[src/rtl/vga_timing_pkg.sv]
// Shared timing constants, coordinate type and helpers for the VGA timing
// generator. Totals and sync window bounds are computed by constant
// functions so every instance derives them the same way from its own
// parameter set.
package vga_timing_pkg;

  typedef logic [9:0] coord_t;

  // Counters are 10 bits wide, so neither total may exceed this.
  localparam int unsigned COORD_LIMIT    = 1024;
  localparam int unsigned MAX_SYNC_DELAY = 4;

  // 640x480 @ 60 Hz with a 25 MHz pixel clock.
  localparam int unsigned DEF_H_VISIBLE = 640;
  localparam int unsigned DEF_H_FP      = 16;
  localparam int unsigned DEF_H_SYNC    = 96;
  localparam int unsigned DEF_H_BP      = 48;
  localparam int unsigned DEF_V_VISIBLE = 480;
  localparam int unsigned DEF_V_FP      = 10;
  localparam int unsigned DEF_V_SYNC    = 2;
  localparam int unsigned DEF_V_BP      = 33;

  function automatic int unsigned timing_total(input int unsigned visible,
                                               input int unsigned fp,
                                               input int unsigned sync,
                                               input int unsigned bp);
    return visible + fp + sync + bp;
  endfunction

  // First count at which sync is asserted.
  function automatic int unsigned sync_start(input int unsigned visible,
                                             input int unsigned fp);
    return visible + fp;
  endfunction

  // First count after the sync pulse (exclusive upper bound).
  function automatic int unsigned sync_end(input int unsigned visible,
                                           input int unsigned fp,
                                           input int unsigned sync);
    return visible + fp + sync;
  endfunction

endpackage

[src/rtl/vga_timing_gen_sync_delay.sv]
// sync_delay_line: 2-bit shift register carrying {hs, vs}.
// Always contains one output flop; DEPTH adds further stages on top of it,
// so the output lags the input by DEPTH+1 clock edges.
// Ports:
//   clk_i  - clock
//   rst_ni - asynchronous active-low reset; loads RST_VAL into every stage
//   d_i    - undelayed {hs, vs}
//   q_o    - delayed {hs, vs}
module sync_delay_line #(
  parameter int unsigned DEPTH   = 1,
  parameter logic [1:0]  RST_VAL = 2'b11
) (
  input  logic       clk_i,
  input  logic       rst_ni,
  input  logic [1:0] d_i,
  output logic [1:0] q_o
);

  logic [1:0] stage_q [DEPTH+1];

  always_ff @(posedge clk_i or negedge rst_ni) begin
    if (!rst_ni) begin
      for (int unsigned i = 0; i <= DEPTH; i++) begin
        stage_q[i] <= RST_VAL;
      end
    end else begin
      stage_q[0] <= d_i;
      for (int unsigned i = 1; i <= DEPTH; i++) begin
        stage_q[i] <= stage_q[i-1];
      end
    end
  end

  assign q_o = stage_q[DEPTH];

endmodule

[src/rtl/vga_timing_gen.sv]
// vga_timing_gen: pixel scan counter and sync generator.
// Ports:
//   vga_clk     - pixel clock, one pixel per cycle
//   reset_n     - asynchronous active-low reset
//   DrawX       - horizontal count, 0..H_TOTAL-1
//   DrawY       - vertical count, 0..V_TOTAL-1
//   blank       - 1 while DrawX/DrawY address a visible pixel
//   hs, vs      - sync outputs, lagging DrawX/DrawY by SYNC_DELAY cycles
//   line_start  - pulse while DrawX==0
//   frame_start - pulse while DrawX==0 and DrawY==0
//   frame_count - completed-frame counter, wraps at 16 bits
// All outputs are registered. Qualifiers are decoded from the next-state
// counter values so they describe the pixel shown on DrawX/DrawY.
module vga_timing_gen
  import vga_timing_pkg::*;
#(
  parameter int unsigned H_VISIBLE   = DEF_H_VISIBLE,
  parameter int unsigned H_FP        = DEF_H_FP,
  parameter int unsigned H_SYNC      = DEF_H_SYNC,
  parameter int unsigned H_BP        = DEF_H_BP,
  parameter int unsigned V_VISIBLE   = DEF_V_VISIBLE,
  parameter int unsigned V_FP        = DEF_V_FP,
  parameter int unsigned V_SYNC      = DEF_V_SYNC,
  parameter int unsigned V_BP        = DEF_V_BP,
  parameter int unsigned SYNC_DELAY  = 1,
  parameter logic        SYNC_ACTIVE = 1'b0
) (
  input  logic        vga_clk,
  input  logic        reset_n,
  output logic [9:0]  DrawX,
  output logic [9:0]  DrawY,
  output logic        blank,
  output logic        hs,
  output logic        vs,
  output logic        line_start,
  output logic        frame_start,
  output logic [15:0] frame_count
);

  localparam int unsigned H_TOTAL = timing_total(H_VISIBLE, H_FP, H_SYNC, H_BP);
  localparam int unsigned V_TOTAL = timing_total(V_VISIBLE, V_FP, V_SYNC, V_BP);

  if (H_TOTAL > COORD_LIMIT || V_TOTAL > COORD_LIMIT ||
      SYNC_DELAY > MAX_SYNC_DELAY) begin : g_param_check
    $error("vga_timing_gen: totals must be <= 1024 and SYNC_DELAY <= 4");
  end

  localparam coord_t H_LAST = coord_t'(H_TOTAL - 1);
  localparam coord_t V_LAST = coord_t'(V_TOTAL - 1);

  // 11-bit bounds so a bound of exactly 1024 does not alias to 0.
  localparam logic [10:0] H_VIS_B   = 11'(H_VISIBLE);
  localparam logic [10:0] V_VIS_B   = 11'(V_VISIBLE);
  localparam logic [10:0] HS_START  = 11'(sync_start(H_VISIBLE, H_FP));
  localparam logic [10:0] HS_END    = 11'(sync_end(H_VISIBLE, H_FP, H_SYNC));
  localparam logic [10:0] VS_START  = 11'(sync_start(V_VISIBLE, V_FP));
  localparam logic [10:0] VS_END    = 11'(sync_end(V_VISIBLE, V_FP, V_SYNC));
  localparam logic [1:0]  SYNC_IDLE = {2{~SYNC_ACTIVE}};

  coord_t      hc_q, hc_d;
  coord_t      vc_q, vc_d;
  logic        run_q;
  logic        blank_q, blank_d;
  logic        line_start_q, line_start_d;
  logic        frame_start_q, frame_start_d;
  logic [15:0] frame_count_q;
  logic        hs_raw, vs_raw;
  logic [1:0]  sync_q;

  // run_q is clear for the first edge after reset: that edge loads pixel
  // (0,0) with its strobes instead of advancing, so the first visible
  // cycle is the frame origin.
  always_comb begin
    hc_d = '0;
    vc_d = '0;
    if (run_q) begin
      if (hc_q == H_LAST) begin
        hc_d = '0;
        vc_d = (vc_q == V_LAST) ? '0 : vc_q + coord_t'(1);
      end else begin
        hc_d = hc_q + coord_t'(1);
        vc_d = vc_q;
      end
    end
  end

  always_comb begin
    blank_d       = ({1'b0, hc_d} < H_VIS_B) && ({1'b0, vc_d} < V_VIS_B);
    line_start_d  = (hc_d == '0);
    frame_start_d = (hc_d == '0) && (vc_d == '0);
    hs_raw = (({1'b0, hc_d} >= HS_START) && ({1'b0, hc_d} < HS_END))
             ? SYNC_ACTIVE : ~SYNC_ACTIVE;
    vs_raw = (({1'b0, vc_d} >= VS_START) && ({1'b0, vc_d} < VS_END))
             ? SYNC_ACTIVE : ~SYNC_ACTIVE;
  end

  always_ff @(posedge vga_clk or negedge reset_n) begin
    if (!reset_n) begin
      run_q         <= 1'b0;
      hc_q          <= '0;
      vc_q          <= '0;
      blank_q       <= 1'b0;
      line_start_q  <= 1'b0;
      frame_start_q <= 1'b0;
      frame_count_q <= '0;
    end else begin
      run_q         <= 1'b1;
      hc_q          <= hc_d;
      vc_q          <= vc_d;
      blank_q       <= blank_d;
      line_start_q  <= line_start_d;
      frame_start_q <= frame_start_d;
      // The origin strobe from the first edge is not a completed frame.
      if (run_q && frame_start_d) begin
        frame_count_q <= frame_count_q + 16'd1;
      end
    end
  end

  sync_delay_line #(
    .DEPTH   (SYNC_DELAY),
    .RST_VAL (SYNC_IDLE)
  ) u_sync_delay (
    .clk_i  (vga_clk),
    .rst_ni (reset_n),
    .d_i    ({hs_raw, vs_raw}),
    .q_o    (sync_q)
  );

  assign DrawX       = hc_q;
  assign DrawY       = vc_q;
  assign blank       = blank_q;
  assign line_start  = line_start_q;
  assign frame_start = frame_start_q;
  assign frame_count = frame_count_q;
  assign hs          = sync_q[1];
  assign vs          = sync_q[0];

endmodule
[config.mk]
export PLATFORM = sky130hd
export DESIGN_NAME = vga_timing_gen
export DESIGN_NICKNAME = d
export VERILOG_FILES = /design/src/rtl/vga_timing_pkg.sv /design/src/rtl/vga_timing_gen_sync_delay.sv /design/src/rtl/vga_timing_gen.sv
export SDC_FILE = /design/constraint.sdc
export NUM_CORES = 1
export LEC_CHECK = 0
export ABC_AREA = 1
export CORE_AREA = 5 5 79 81
export DETAILED_ROUTE_END_ITERATION = 7
export DIE_AREA = 0 0 84 86
export PLACE_DENSITY = 0.77
export SYNTH_ARGS = -nofsm -noshare
export SYNTH_HDL_FRONTEND = slang
export SYNTH_HIERARCHICAL = 1
export SYNTH_SLANG_ARGS = --single-unit
[constraint.sdc]
create_clock -name vga_clk -period 2.4 [get_ports vga_clk]
set_input_delay 0.48 -clock vga_clk [delete_from_list [all_inputs] [get_ports vga_clk]]
set_output_delay 0.48 -clock vga_clk [all_outputs]
set_load 0.01 [all_outputs]
==> results.json <==
{
  "synth_common_cells": "116 x nand2_1, 55 x inv_1, 40 x dfrtp_1",
  "synth_area_um2": 2800,
  "seqCellArea_um2": 1110,
  "crit_path_start_kind": "flip-flop",
  "placed_area_um2": 3290,
  "async_flop_share": 1.00,
  "multi_input_area_um2": 1420,
  "rows": 27,
  "dp_cells": 480,
  "worstPathArrival_ns": 2.40,
  "finalCritPeriodShare": 0.920,
  "yosysMostFrequentCell": "nand2_1",
  "final_antenna_net_count": 0,
  "cp_common_cell": "nand2_1",
  "n_fill_cell": 463,
  "cts_root_buf": "clkbuf_8",
  "status": "complete, no violations",
  "fin_util": 0.636,
  "cap_violations": 0,
  "instances_no_fill": 493,
  "numPortBuffers": 42,
  "cp_max_fo": 15,
  "synth_flop_cell": "dfrtp_1",
  "fmaxAchievable_ghz": 0.453,
  "syn_inst": 371,
  "drt-total-wl_mm": 6.66,
  "final_nets": 426,
  "worst_pin_slew_ns": 0.548,
  "slew_headroom": 0.634,
  "synth_area_leader_cell": "dfrtp_1",
  "synth_top_family_by_area": "simple AND/OR/NAND/NOR gates",
  "numCtsBuffers": 5,
  "die-height_um": 86,
  "yosysSeqAreaShare": 0.394,
  "dieArea_um2": 7220,
  "clk_pin_slew_ns": 0.08,
  "ir_worst_vdd_v": 0.000250,
  "tns_ns": 0,
  "syn_nets": 377,
  "antenna_found_initial": 0,
  "grt_pass1_vias": 2448,
  "initial_core_util": 0.519,
  "p_leak_nw": 1.78,
  "cp_top_family": "simple AND/OR/NAND/NOR gates",
  "grt_usage": 0.194,
  "clkLatencyLatePin_ns": 0.30,
  "dp_hpwl_mm": 4.94,
  "holdWs_ns": 0.153,
  "synth-compound-area-share": 0.0245,
  "synth-simple-area-share": 0.417,
  "crit_chain": "ha_1 > nand3_1 > nor2_2 > nand2_1 > nand2_1 > nand2_1 > o21ai_2 > nand3_2 > nor2_8 > nand3_4 > nand2_1 > nand2_1",
  "synth_edf_count": 0,
  "synthAdderAreaFrac": 0.0178,
  "cts_tree": "built",
  "core_um2": 5410,
  "drt_iter0_markers": 230,
  "ys_top_cells_by_area": "dfrtp_1 36%, nand2_1 16%, inv_1 7.4%, nand4_1 4.9%, nand3_1 4.8%",
  "ys_seq_elements": 44,
  "critical_path_class": "reg -> reg",
  "finalHoldViolCount": 0,
  "slowest_stage": "dfrtp_1",
  "setup_slack_ns": 0.192,
  "gp_congestion": 0.903,
  "avgSynthCellArea_um2": 7.56,
  "power_density_nw_per_um2": 503,
  "wl_per_cell_um": 13.5,
  "cpPeakStageDelay_ns": 0.39,
  "finClkSkew_ns": 0.0159,
  "finalSetupViolations": 0,
  "ys_types": 35,
  "antenna_cells": 0,
  "cp.required_ns": 2.59,
  "min_path_type": "in -> async",
  "drc": 0,
  "end_kind": "flip-flop",
  "finalPower_mw": 1.73,
  "synth_warnings": 6,
  "grt_max_degree": 24,
  "layout-drive-gt1-share": 0.124,
  "vias": 2538,
  "grt_pass1_wl_mm": 11.4,
  "yosys.area_share.xor_xnor": 0.0437,
  "via_per_inst": 5.15,
  "period_minus_slack_ns": 2.21,
  "ios": 43,
  "overflow": 0,
  "synth_top_area_frac": 0.357,
  "cts_max_level": 2,
  "slew_viol_final": 0,
  "stdcell_area_um2": 3440,
  "cp_num_buf_inv": 0,
  "clockBufferDepth": 2,
  "rsz0062_at_grt": "false",
  "dieWidth_um": 84,
  "synthMuxAreaShare": 0,
  "clkSinkCount": 44,
  "dr.pass1.iters": 5,
  "synthToLayoutAreaGrowth_pct": 22.6,
  "dp_worst_setup_slack_ns": 0.135
}
==> sequential cells by signal, summed over array words and instances (netlist names), 2 cells and up <==
register	cells
u_sync_delay/stage_q	2
DrawX	10
DrawY	10
u_sync_delay/q_o	2
frame_count	16
==> kinds of logic (layout without fill, tap and decap cells) <==
family,count (synthesis),in the layout
buffers and inverters,68,118
and+or+nand+nor,228,228
DFF,44,44
AOI/OAI and AO/OA,12,12
adders and majority gates,4,4
xor gates and xnor gates,14,14
other,1,1
==> per-layer routing <==
metal | vias up | global-route usage | routed length, um
met5 | - | 0 | 0
met4 | 0 | 0.0702 | 121
met3 | 12 | 0.0327 | 375
met2 | 91 | 0.336 | 3290
met1 | 1162 | 0.246 | 2870
li1 | 1273 | - | -
==> area by class of cell <==
class / instances / share of cell area
Timing Repair Buffer: 51 / 0.144
Clock inverter: 1 / 0.00873
Tap cell: 72 / 0.0262
Inverter: 59 / 0.0644
Sequential cell: 44 / 0.322
Multi-Input combinational cell: 259 / 0.413
Clock buffer: 7 / 0.0222
==> repair_timing <==
action	CTS	global route
endpoints found under the setup margin	0	15
buffers inserted	0	5
gates resized for setup	0	1
hold buffers	0	0
==> final timing paths <==
| path | start | to | slack [ns] | depth (start not counted) |
|---|---|---|---|---|
| min in group vga_clk | u_sync_delay/stage_q[3] | u_sync_delay/q_o[1] | 0.36 | 0 |
| max in group asynchronous | reset_n | u_sync_delay/stage_q[2] | 1.65 | 2 |
| setup reg to reg | DrawX[1] | frame_count[0] | 0.19 | 12 |
| hold reg to reg | u_sync_delay/stage_q[3] | u_sync_delay/q_o[1] | 0.36 | 0 |
| hold / removal | reset_n | blank | 0.15 | 1 |
| setup / recovery | DrawX[1] | frame_count[0] | 0.19 | 12 |
==> worst reg2reg max path: cells and delay by family, from the launching register on <==
kind / cells / cell delay, ns
AND/OR/NAND/NOR: 10 / 1.36
flip-flops: 1 / 0.39
adder cells (fa/ha/maj): 1 / 0.21
AO/OA/AOI/OAI: 1 / 0.15
==> power by group <==
group	switching, mW	leakage [nW]	internal (mW)
sequential	0.0675	0.580	0.785
clock	0.254	0.0524	0.312
combinational	0.162	1.14	0.149
total	0.483	1.78	1.25
==> cells in the final DEF, fill, tap and decap left out, types with 2 or more instances in the layout <==
cell	n
nand2_1	116
inv_1	55
clkdlybuf4s50_1	41
dfrtp_1	40
nand3_1	27
nor2_1	22
nand4_1	22
nand3_2	9
xor2_1	8
buf_4	8
nor3_1	7
xnor2_1	6
nor2_2	5
a21oi_1	5
clkbuf_8	5
inv_2	4
nor4_1	4
ha_1	4
dfstp_2	4
nor2_8	3
o21ai_0	3
nand2_2	2
nand3_4	2
nand2_4	2
nand3b_1	2
clkbuf_1	2
(Power assumes the default switching activity.)
==> patch 1, RTL diff (config.mk and constraints unchanged) <==
`SYNC_ACTIVE`: 1'b0 -> 1'b1.
--- a/src/rtl/vga_timing_gen.sv
+++ b/src/rtl/vga_timing_gen.sv
@@ -25,3 +25,3 @@
   parameter int unsigned SYNC_DELAY  = 1,
-  parameter logic        SYNC_ACTIVE = 1'b0
+  parameter logic        SYNC_ACTIVE = 1'b1
 ) (
Formal check against the unedited RTL: not equivalent (Yosys sat finds a counterexample within 4 cycles, from zero or initial values and one cycle with reset_n low).
==> patch 1 against the original RTL <==
Sequential cell count stayed put; final area is 0.29% higher; sequential share of layout area is 0.24 points lower; first-iteration DRC count is 33% lower; synthesized cell count is 0.54% lower; via count is 2.7% higher; die area stayed put; fmax is 0.21% higher; routed wire length is 1.8% higher; setup slack better by 0.0047 ns; area after synthesis is 0.85% lower; power is 2.7% higher; largest power group unchanged; highest routed layer unchanged.
==> patch 1: results (changes against the original RTL) <==
All-Layer GR Usage=19.6% (+0.19 points); Crit Path Max Fanout=10 (-5); Final Wtd Congestion=0.961 (+6.4%); Tightest Pin Transition=0.617 ns (+0.0691 ns); placed instance area=3270 µm² (-0.65%); Synth Area in Compound Gates=2.21% (-0.25 points); synth cell count leaders=nand2_1 (116), inv_1 (54), dfrtp_1 (44), nand3_1 (28), nand4_1 (23); xor and xnor area share after synthesis=4.41% (+0.037 points); Post-DP HPWL=4920 µm (-0.34%); main area contributors after synthesis=dfrtp_1 (40%), nand2_1 (16%), inv_1 (7.3%); DR vias=2,606 (+2.7%); Unique masters post-synth=32 (-8.6%); Static Leakage=1.80 nW (+1.1%); DRT iter0 DRCs=155 (-33%); NumNets Final=426 (unchanged); pin count of the biggest net entering global routing=29 (+21%); Synth Area in Adders=1.80% (+0.015 points); vias in the first global route=2,477 (+1.2%); status=completed; cell count after synthesis=369 (-0.54%); maximum VDD drop=518 µV (+110%); Worst Skew=0.00554 ns (-0.0103 ns); share of layout cells above drive strength 1=12.1% (-0.24 points); post-synthesis sequential area ratio=39.6% (+0.16 points); pre-CTS WS=0.117 ns (-0.0177 ns); routed wire length=6780 µm (+1.8%); first-pass GRT wire length=11,600 µm (+1.5%); Final Cell Area=3450 µm² (+0.29%)
## patch 1: final cells by class
cell class / instances / area (µm²)
clock buffer: 6 / 82.6
clock inverter: 2 / 38.8
fill: 473 / 1960
inverter: 58 / 218
multi-input combinational: 260 / 1440
sequential: 44 / 1100
tap: 72 / 90.1
timing repair buffer: 51 / 483
## patch 1: metal layers
layer,GRT usage [%],up-vias,part of all wire [%]
li1,-,1277,-
met1,25.0,1206,44
met2,32.9,109,48
met3,4.13,14,6.2
met4,7.31,0,2.1
met5,0,-,0
## patch 1: worst paths after layout
kind                                                    from                            end  slack, ns  cells past startpoint
setup / recovery                          DrawX[1]$_DFF_PN0_    frame_count[10]$_DFFE_PN0P_       0.20                     12
hold / removal                                       reset_n             DrawX[2]$_DFF_PN0_       0.18                      1
setup reg to reg                          DrawX[1]$_DFF_PN0_    frame_count[10]$_DFFE_PN0P_       0.20                     12
hold reg to reg            u_sync_delay/stage_q[2]$_DFF_PN0_  u_sync_delay/q_o[0]$_DFF_PN0_       0.35                      0
max in group asynchronous                            reset_n     frame_count[0]$_DFFE_PN0P_       1.64                      2
min in group vga_clk       u_sync_delay/stage_q[2]$_DFF_PN0_  u_sync_delay/q_o[0]$_DFF_PN0_       0.35                      0
## patch 1: what timing repair did
item / 4_1_cts / 5_1_grt
gates resized for setup: 0 / 2
setup buffers: 0 / 3
setup endpoints to repair: 0 / 15
## patch 1: worst max-delay path: cells and delay by family (launching register included)
family	cells	cell delay (ns)
AND/OR/NAND/NOR	9	1.19
flip-flops	1	0.40
buffers and inverters	2	0.31
adder cells (fa/ha/maj)	1	0.22
## patch 1: report_power, final
part | switching [mW] | internal [mW]
sequential | 0.0735 | 0.785
combinational | 0.162 | 0.142
clock | 0.273 | 0.341
==> patch 2, RTL diff (config.mk and constraints unchanged) <==
Made on the original files. Remove the register `frame_start_q`: a continuous assignment takes its place, so the output `frame_start` follows one clock earlier.
--- a/src/rtl/vga_timing_gen.sv
+++ b/src/rtl/vga_timing_gen.sv
@@ -103,3 +103,2 @@
       line_start_q  <= 1'b0;
-      frame_start_q <= 1'b0;
       frame_count_q <= '0;
@@ -111,3 +110,2 @@
       line_start_q  <= line_start_d;
-      frame_start_q <= frame_start_d;
       // The origin strobe from the first edge is not a completed frame.
@@ -118,2 +116,4 @@
   end
+
+  assign frame_start_q = frame_start_d;
 
Behaviour: not the same (a bounded check fails within 4 cycles, from zero or initial values and one cycle with reset_n low).
==> patch 2 against the original RTL <==
The run now ends with negative setup slack left; register-to-register slack worse by 0.12 ns; global-route usage is 2.3 points higher; fmax is 15% lower; final area is 15% higher; die area stayed put; clock power is 18% higher; area after synthesis is 0.89% lower; non-clock buffer count is 56 higher; setup slack worse by 0.40 ns; power is 6.2% higher; routed wire length is 15% higher; synthesized cell count is 0.27% lower; sequential cell count is 1 lower; critical path type is now flip-flop to output pin.
==> patch 2: results (changes against the original RTL) <==
share of layout cells above drive strength 1=25.6% (+13 points); wire length per cell=14.0 µm (+3.6%); crit path to=frame_start; NumNets Final=482 (+13%); port bufs=42 (unchanged); met1 usage=26.2% (+1.6 points); status=complete, but fails checks; Post-Route M1 WL=3200 µm (+11%); DRT iter0 DRCs=252 (+9.6%); Final WS setup=-0.211 ns (-0.403 ns); maximum VDD drop=290 µV (+16%); met2 routed WL=3890 µm (+18%); All-Layer GR Usage=21.7% (+2.3 points); synthesized net count=376 (-0.27%); Reg2Reg Depth=13 (+1); first-pass GRT wire length=12,600 µm (+10%); setup TNS=-0.211 ns (-0.211 ns); vias in the first global route=2,617 (+6.9%); R2R Path End=frame_count[4]$_DFFE_PN0P_; Setup CP Type=flip-flop to output pin; Worst Path Arrival=2.13 ns (-0.27 ns); routed length on met3=454 µm (+21%); RR Startpoint=DrawX[0]$_DFF_PN0_; Worst Skew=0.00775 ns (-0.00812 ns); Final Wtd Congestion=0.924 (+2.3%); GR Util met3=4.71% (+1.4 points); DR vias=2,803 (+10%); Post-DP HPWL=5560 µm (+12%); main area contributors after synthesis=dfrtp_1 (35%), nand2_1 (16%), inv_1 (7.4%); violated checks=negative setup slack; Static Leakage=2.07 nW (+17%); Final Cell Area=3940 µm² (+15%); final setup vio count=1 (+1); # fillers=404 (-13%); worst hold slack=0.105 ns (-0.0484 ns); grt met2 use=38.7% (+5.1 points); Crit Path Max Fanout=4 (-11)
patch 2: changes by cell type after synthesis:
cell,unedited run,this run
dfrtp_1,40,39
patch 2: layout make-up:
| class | instances | share of cell area (%) |
|---|---|---|
| multi-input combinational | 260 | 38.1 |
| sequential | 43 | 27.5 |
| timing repair buffer | 107 | 23.1 |
| inverter | 59 | 5.62 |
| tap | 72 | 2.29 |
| clock buffer | 6 | 1.84 |
| clock inverter | 2 | 1.52 |
patch 2: critical path, stage by stage, from the launching register on:
cell     delay [ns]
dfrtp_1        0.42
ha_4           0.18
nand2_4        0.07
nor2_8         0.18
nand4_4        0.13
buf_6          0.15
nand2_1        0.06
nand3_1        0.10
nand2_1        0.10
inv_2          0.05
nand2_4        0.08
nor2_8         0.04
and2_4         0.13
buf_6          0.11
patch 2: logic make-up (layout without fill, tap and decap cells):
kind of cell	count (synthesis)	after routing	share of synthesized area [%]
AND/OR/NAND/NOR	228	229	42.1
buffers and inverters	68	174	10.2
flip-flops	43	43	38.9
XOR/XNOR	14	14	4.41
AO/OA/AOI/OAI	12	12	2.48
adder cells (fa/ha/maj)	4	4	1.80
other	1	1	0.135
patch 2: repair_timing:
| item | CTS | global route |
|---|---|---|
| buffers inserted | 6 | 3 |
| pin swaps | 8 | 8 |
| cloned | 0 | 1 |
| endpoints found under the setup margin | 1 | 17 |
| hold buffers | 0 | 0 |
| gates resized for setup | 20 | 5 |
patch 2: stage by stage:
stage / instances / setup WS (ns)
2_1_floorplan: 370 / 0.139
3_3_place_gp: 533 / -0.289
3_5_place_dp: 533 / -0.333
4_1_cts: 547 / -0.204
5_1_grt: 549 / -0.320
6_report: 549 / -0.211
patch 2: where the power goes:
part	switching [mW]	total [mW]	internal (mW)
Combinational	0.172	0.333	0.162
Sequential	0.0682	0.835	0.766
Clock	0.253	0.670	0.416
